`src/rtl/clock_pkg.sv`:
```
// clock_pkg: run/stop state type and default timing constants shared by the clock stages
package clock_pkg;
    typedef enum logic {STOPPED, RUNNING} state_t;
    localparam int CLK_FREQ_DEF = 50_000_000;
    localparam int DEBOUNCE_DEF = 500_000;
endpackage

```
`src/rtl/key_debounce.sv`:
```
// key_debounce: 2-FF synchronizer plus debouncer for an active-low push-button, pulsing once per press
module key_debounce
    import clock_pkg::*;
#(
    parameter int DEBOUNCE_CYCLES = DEBOUNCE_DEF
) (
    input  logic clk,
    input  logic resetN,
    input  logic keyN,
    output logic level,
    output logic pressPulse
);
    localparam int CW = $clog2(DEBOUNCE_CYCLES + 1);
    localparam logic [CW-1:0] LAST = CW'(DEBOUNCE_CYCLES - 1);
    logic [1:0] sync;
    logic [CW-1:0] cnt;
    logic accept;
    // the synced value has differed from the level for DEBOUNCE_CYCLES cycles as of this edge
    assign accept = (sync[1] != level) && (cnt == LAST);
    always_ff @(posedge clk or negedge resetN)
        if (!resetN) begin
            sync       <= 2'b11;
            level      <= 1'b1;
            cnt        <= '0;
            pressPulse <= 1'b0;
        end else begin
            sync       <= {sync[0], keyN};
            cnt        <= (sync[1] == level || accept) ? '0 : cnt + CW'(1);
            level      <= accept ? sync[1] : level;
            pressPulse <= accept && !sync[1];
        end
endmodule

```
`src/rtl/sec_tick_gen.sv`:
```
// sec_tick_gen: divides clk into one-cycle seconds pulses with start/stop, clear and fast-set control
module sec_tick_gen
    import clock_pkg::*;
#(
    parameter int CLK_FREQ        = CLK_FREQ_DEF,
    parameter int FAST_DIV        = 10,
    parameter int DEBOUNCE_CYCLES = DEBOUNCE_DEF
) (
    input  logic clk,
    input  logic resetN,
    input  logic startStopN,
    input  logic clearN,
    input  logic fastSet,
    output logic CarryInSec,
    output logic running,
    output logic clearOutN
);
    localparam int CW = $clog2(CLK_FREQ);
    localparam logic [CW-1:0] LAST_NORM = CW'(CLK_FREQ - 1);
    localparam logic [CW-1:0] LAST_FAST = CW'(CLK_FREQ / FAST_DIV - 1);
    state_t state, state_nxt;
    logic [CW-1:0] cnt, cnt_nxt, last;
    logic ss_event, clr_event, wrap;
    key_debounce #(.DEBOUNCE_CYCLES(DEBOUNCE_CYCLES)) u_ss (
        .clk, .resetN, .keyN(startStopN), .level(), .pressPulse(ss_event)
    );
    key_debounce #(.DEBOUNCE_CYCLES(DEBOUNCE_CYCLES)) u_clr (
        .clk, .resetN, .keyN(clearN), .level(), .pressPulse(clr_event)
    );
    assign last    = fastSet ? LAST_FAST : LAST_NORM;
    // >= rather than == so a switch to fast mode with cnt above the new terminal wraps at once
    assign wrap    = (state == RUNNING) && (cnt >= last);
    assign running = (state == RUNNING);
    always_comb begin
        state_nxt = state;
        cnt_nxt   = cnt;
        if (ss_event) state_nxt = (state == RUNNING) ? STOPPED : RUNNING;
        if (state == RUNNING) cnt_nxt = wrap ? '0 : cnt + CW'(1);
        if (clr_event) begin
            state_nxt = STOPPED;
            cnt_nxt   = '0;
        end
    end
    always_ff @(posedge clk or negedge resetN)
        if (!resetN) begin
            state      <= STOPPED;
            cnt        <= '0;
            CarryInSec <= 1'b0;
            clearOutN  <= 1'b0;
        end else begin
            state      <= state_nxt;
            cnt        <= cnt_nxt;
            CarryInSec <= wrap;
            clearOutN  <= ~clr_event;
        end
endmodule

```
`config.mk`:
```
export PLATFORM = sky130hd
export DESIGN_NAME = sec_tick_gen
export DESIGN_NICKNAME = d
export VERILOG_FILES = /design/src/rtl/clock_pkg.sv /design/src/rtl/key_debounce.sv /design/src/rtl/sec_tick_gen.sv
export SDC_FILE = /design/constraint.sdc
export NUM_CORES = 1
export LEC_CHECK = 0
export BUFFER_PORTS_ARGS = -buffer_cell sky130_fd_sc_hd__buf_2
export CORE_MARGIN = 8
export CORE_UTILIZATION = 63
export DETAILED_ROUTE_END_ITERATION = 12
export PLACE_DENSITY = 0.82
export SLEW_MARGIN = 15
export SYNTH_ARGS = -nofsm -noshare
export SYNTH_HDL_FRONTEND = slang
export SYNTH_SLANG_ARGS = --single-unit
```
`constraint.sdc`:
```
create_clock -name clk -period 2.6 [get_ports clk]
set_input_delay 0.52 -clock clk [delete_from_list [all_inputs] [get_ports clk]]
set_output_delay 0.52 -clock clk [all_outputs]
set_load 0.02 [all_outputs]
```
==> metrics.md <==
| Metric | Value |
|---|---|
| Setup WS post-layout | 0.281 ns |
| Rel. slew slack | 33.6% |
| Synth area leaders | dfrtp_1, ha_1, nor2_1 |
| Hold Crit Class | input pin to async pin |
| Chip Width | between 90 and 100 microns |
| N_diodes | 0 |
| Drt drc | 0 |
| Vias | approximately 3100 |
| Clock sink count | 75 |
| DRT iter0 DRCs | roughly 120 |
| Power Dens Cells | 552 mW/mm^2 |
| Row count | 29 |
| Post-route ant nets | 0 |
| Leakage power | 1.90 nW |
| Cell accounting for the most synthesized area | dfrtp_1 |
| WP data required | 2.88 ns |
| Total CTS buffers | 9 |
| Total global-route track usage | 19.1% |
| Layout Nets | 446 |
| First-pass GRT wire length | 13.9 mm |
| Crit. End Element | register |
| Layout Area Growth over Synthesis | 8.57% |
| Overflow after GRT | 0 |
| CTS Root Cell | clkbuf_8 |
| Fin Setup TNS | 0 ns |
| Clock Latency Late Sink | approximately 0.36 ns |
| Synth unique cells | 56 |
| Final design utilization | 69.7% |
| P_sw | 500 uW |
| HPWL after DPL | 5.21 mm |
| Ys Warns | 0 |
| Clk slew on worst S/H paths | about 0.090 ns |
| CTS Buffer Depth | 2 |
| Peak supply drop | 0.000436 V |
| Port buffer count | 7 |
| Switching Fraction | between 20% and 30% |
| Post-CTS sizing | 0 |
| Worst hold slack | 0.171 ns |
| Avg Cell Area, Syn | 9.67 sq um |
| Area share of the largest cell type after synthesis | a little over two fifths |
| Seq cells post-synth | 75 |
| Worst-Margin Slew | 0.993 ns |
| Clk pwr share | 47.7% |
| Post-synth EDFFs | 0 |
| Syn Nets | approximately 440 |
| Logic pwr share | between 3 and 4% |
| Slew Viols, Final | 0 |
| Layout fillers | 496 |
| Place WS | -0.0816 ns |
| DR pass1 iterations | 4 |
| Worst EP arrival | 2.60 ns |
| Die height | 96.0 microns |
| Status | completed |
| Sequential area share after synthesis | approximately 47% |
| Initial Utilization | around 64% |
| Detailed Route WL | 7.99 mm |
| Metal2 WL | 3.74 mm |
| Ys async rst share | between 90% and 100% |
| Core ar. | 0.00628 sq mm |
| Setup Skew | 0.0122 ns |
| Cell-internal power | 1.92 mW |
| Post-Synthesis Cells | 417 |
| Post-CTS Setup Inserts | 0 |
| Crit path kind | input pin to register |
| Setup violations, final | 0 |
| Hold Vio Cnt, Final | 0 |
| Period utilization | between 80% and 90% |
| Predominant post-synthesis flop cell | dfrtp_1 |
| Layout cell share with drive strength beyond 1 | 11.6% |
| CP startpoint kind | input pin |
| Cell Area, Synth | around 0.0040 sq mm |
| Die ar. | 0.00922 sq mm |
| Metal-1 WL | about 3.8 mm |
| Vias per cell | 6.13 |
| Largest net degree at the start of global routing | 47 |
| Initial antenna violation count | 0 |
| I/O pin total | 8 |
| Met3 wire length | 247 microns |
| Critical path peak fanout | 10 |
| Vias in the first global route | 3033 |
| Fmax | 431 MHz |
| RSZ-0062 raised after global routing | false |
| GPL Wtd Cong | 0.815 |
| Seq pwr share | roughly half |
| CTS tree | yes |
| Top Layer Used | met4 |
| Max cap viols | 0 |
| Post-CTS Hold Fix Bufs | 0 |
| WL per Instance | 15.7 microns |
| H-tree levels | 3 |
| Final min period | 2.32 ns |
-- state kept, by name, indices dropped and copies added (netlist names) --
signal            cells
running               1
u_clr.pressPulse      1
u_clr.cnt            19
CarryInSec            1
clearOutN             1
u_clr.level           1
u_ss.level            1
u_clr.sync            2
u_ss.sync             2
cnt                  26
u_ss.pressPulse       1
u_ss.cnt             19
-- worst paths after layout --
check                                              from                      end  slack, ns  depth (start not counted)
min in group clk                                 clearN  u_clr.sync[0]$_DFF_PN1_       0.26                          1
worst max register to register      cnt[20]$_DFFE_PN0N_      cnt[23]$_DFFE_PN0N_       0.32                          8
max in group asynchronous                        resetN   u_ss.sync[1]$_DFF_PN1_       1.77                          2
worst min-delay path                             resetN      cnt[21]$_DFFE_PN0N_       0.17                          1
worst min register to register  u_clr.sync[0]$_DFF_PN1_  u_clr.sync[1]$_DFF_PN1_       0.36                          0
worst max-delay path                            fastSet      cnt[23]$_DFFE_PN0N_       0.28                         10
-- cell families (layout without fill, tap and decap cells) --
kind of cell,count (synthesis),count (layout),share of synthesized area (%)
buffers and inverters,25,38,3.20
DFF,75,75,46.7
muxes,7,7,1.80
xor gates and xnor gates,30,30,6.52
AOI/OAI and AO/OA,68,68,10.6
and+or+nand+nor,196,196,26.1
adders and majority gates,16,16,4.97
-- critical path, stage by stage --
cell,delay [ns]
buf_2,0.21
inv_1,0.14
ha_1,0.33
o21ai_0,0.09
nand2_1,0.07
o221a_1,0.21
o21ai_1,0.21
nand2_1,0.18
or4_1,0.52
nand3_1,0.11
-- through the flow --
| step | power [mW] | cells | instance area [sq um] |
|---|---|---|---|
| after CTS | 2.44 | 507 | 4380 |
| after detailed placement | 1.29 | 491 | 4120 |
| after floorplan | 1.25 | 417 | 4030 |
| after global routing | 2.50 | 507 | 4380 |
| final | 2.42 | 507 | 4380 |
| after global placement | 1.28 | 491 | 4120 |
-- metal layers --
layer	global-route usage (%)	vias to the layer above
met5	0	-
met2	31.4	60
met1	23.9	1534
met3	3.28	21
li1	-	1491
met4	8.96	0
-- cells in the mapped netlist, drive strengths merged, types with 6 or more instances --
| cell type | count |
|---|---|
| nand2 | 44 |
| nand3 | 25 |
| xor2 | 19 |
| a21oi | 20 |
| and3 | 8 |
| o21ai | 19 |
| a31oi | 7 |
| nor3 | 9 |
| xnor2 | 11 |
| or3 | 8 |
| dfrtp | 69 |
| ha | 16 |
| nand4 | 15 |
| nor2 | 51 |
| buf | 11 |
| dfstp | 6 |
| inv | 12 |
-- layout make-up --
type / count / area, sq um / area share (%)
clock buffers: 12 / 165 / 3.77
flip-flops and latches: 75 / 1880 / 43.1
repair buffers: 10 / 72.6 / 1.66
inverters: 12 / 45.0 / 1.03
clock inverters: 4 / 95.1 / 2.17
multi-input cells: 317 / 2020 / 46.1
well taps: 77 / 96.3 / 2.20
-- cells in the final DEF, fill, tap and decap left out, types with 3 or more instances in the layout --
| master | instances |
|---|---|
| a21o_1 | 5 |
| a21oi_1 | 20 |
| a31oi_1 | 7 |
| and2b_1 | 3 |
| and3_1 | 7 |
| buf_2 | 6 |
| buf_4 | 3 |
| bufinv_16 | 3 |
| clkbuf_8 | 12 |
| dfrtp_1 | 69 |
| dfstp_2 | 6 |
| ha_1 | 16 |
| inv_1 | 12 |
| mux2i_1 | 5 |
| nand2_1 | 42 |
| nand2b_1 | 4 |
| nand3_1 | 24 |
| nand4_1 | 14 |
| nor2_1 | 51 |
| nor3_1 | 6 |
| nor4_1 | 4 |
| nor4b_1 | 3 |
| o21a_1 | 5 |
| o21ai_0 | 13 |
| o21ai_1 | 6 |
| or2_2 | 4 |
| or3_1 | 8 |
| xnor2_1 | 11 |
| xor2_1 | 19 |
-- power groups by stage --
stage,Sequential (mW),Clock (mW),Combinational [mW]
final,1.19,1.15,0.0754
after global routing,1.19,1.22,0.0886
after CTS,1.19,1.17,0.0784
after detailed placement,1.21,0,0.0774
after global placement,1.21,0,0.0735
after floorplan,1.21,0,0.0375
No activity file was read; power rests on OpenSTA's default activity.
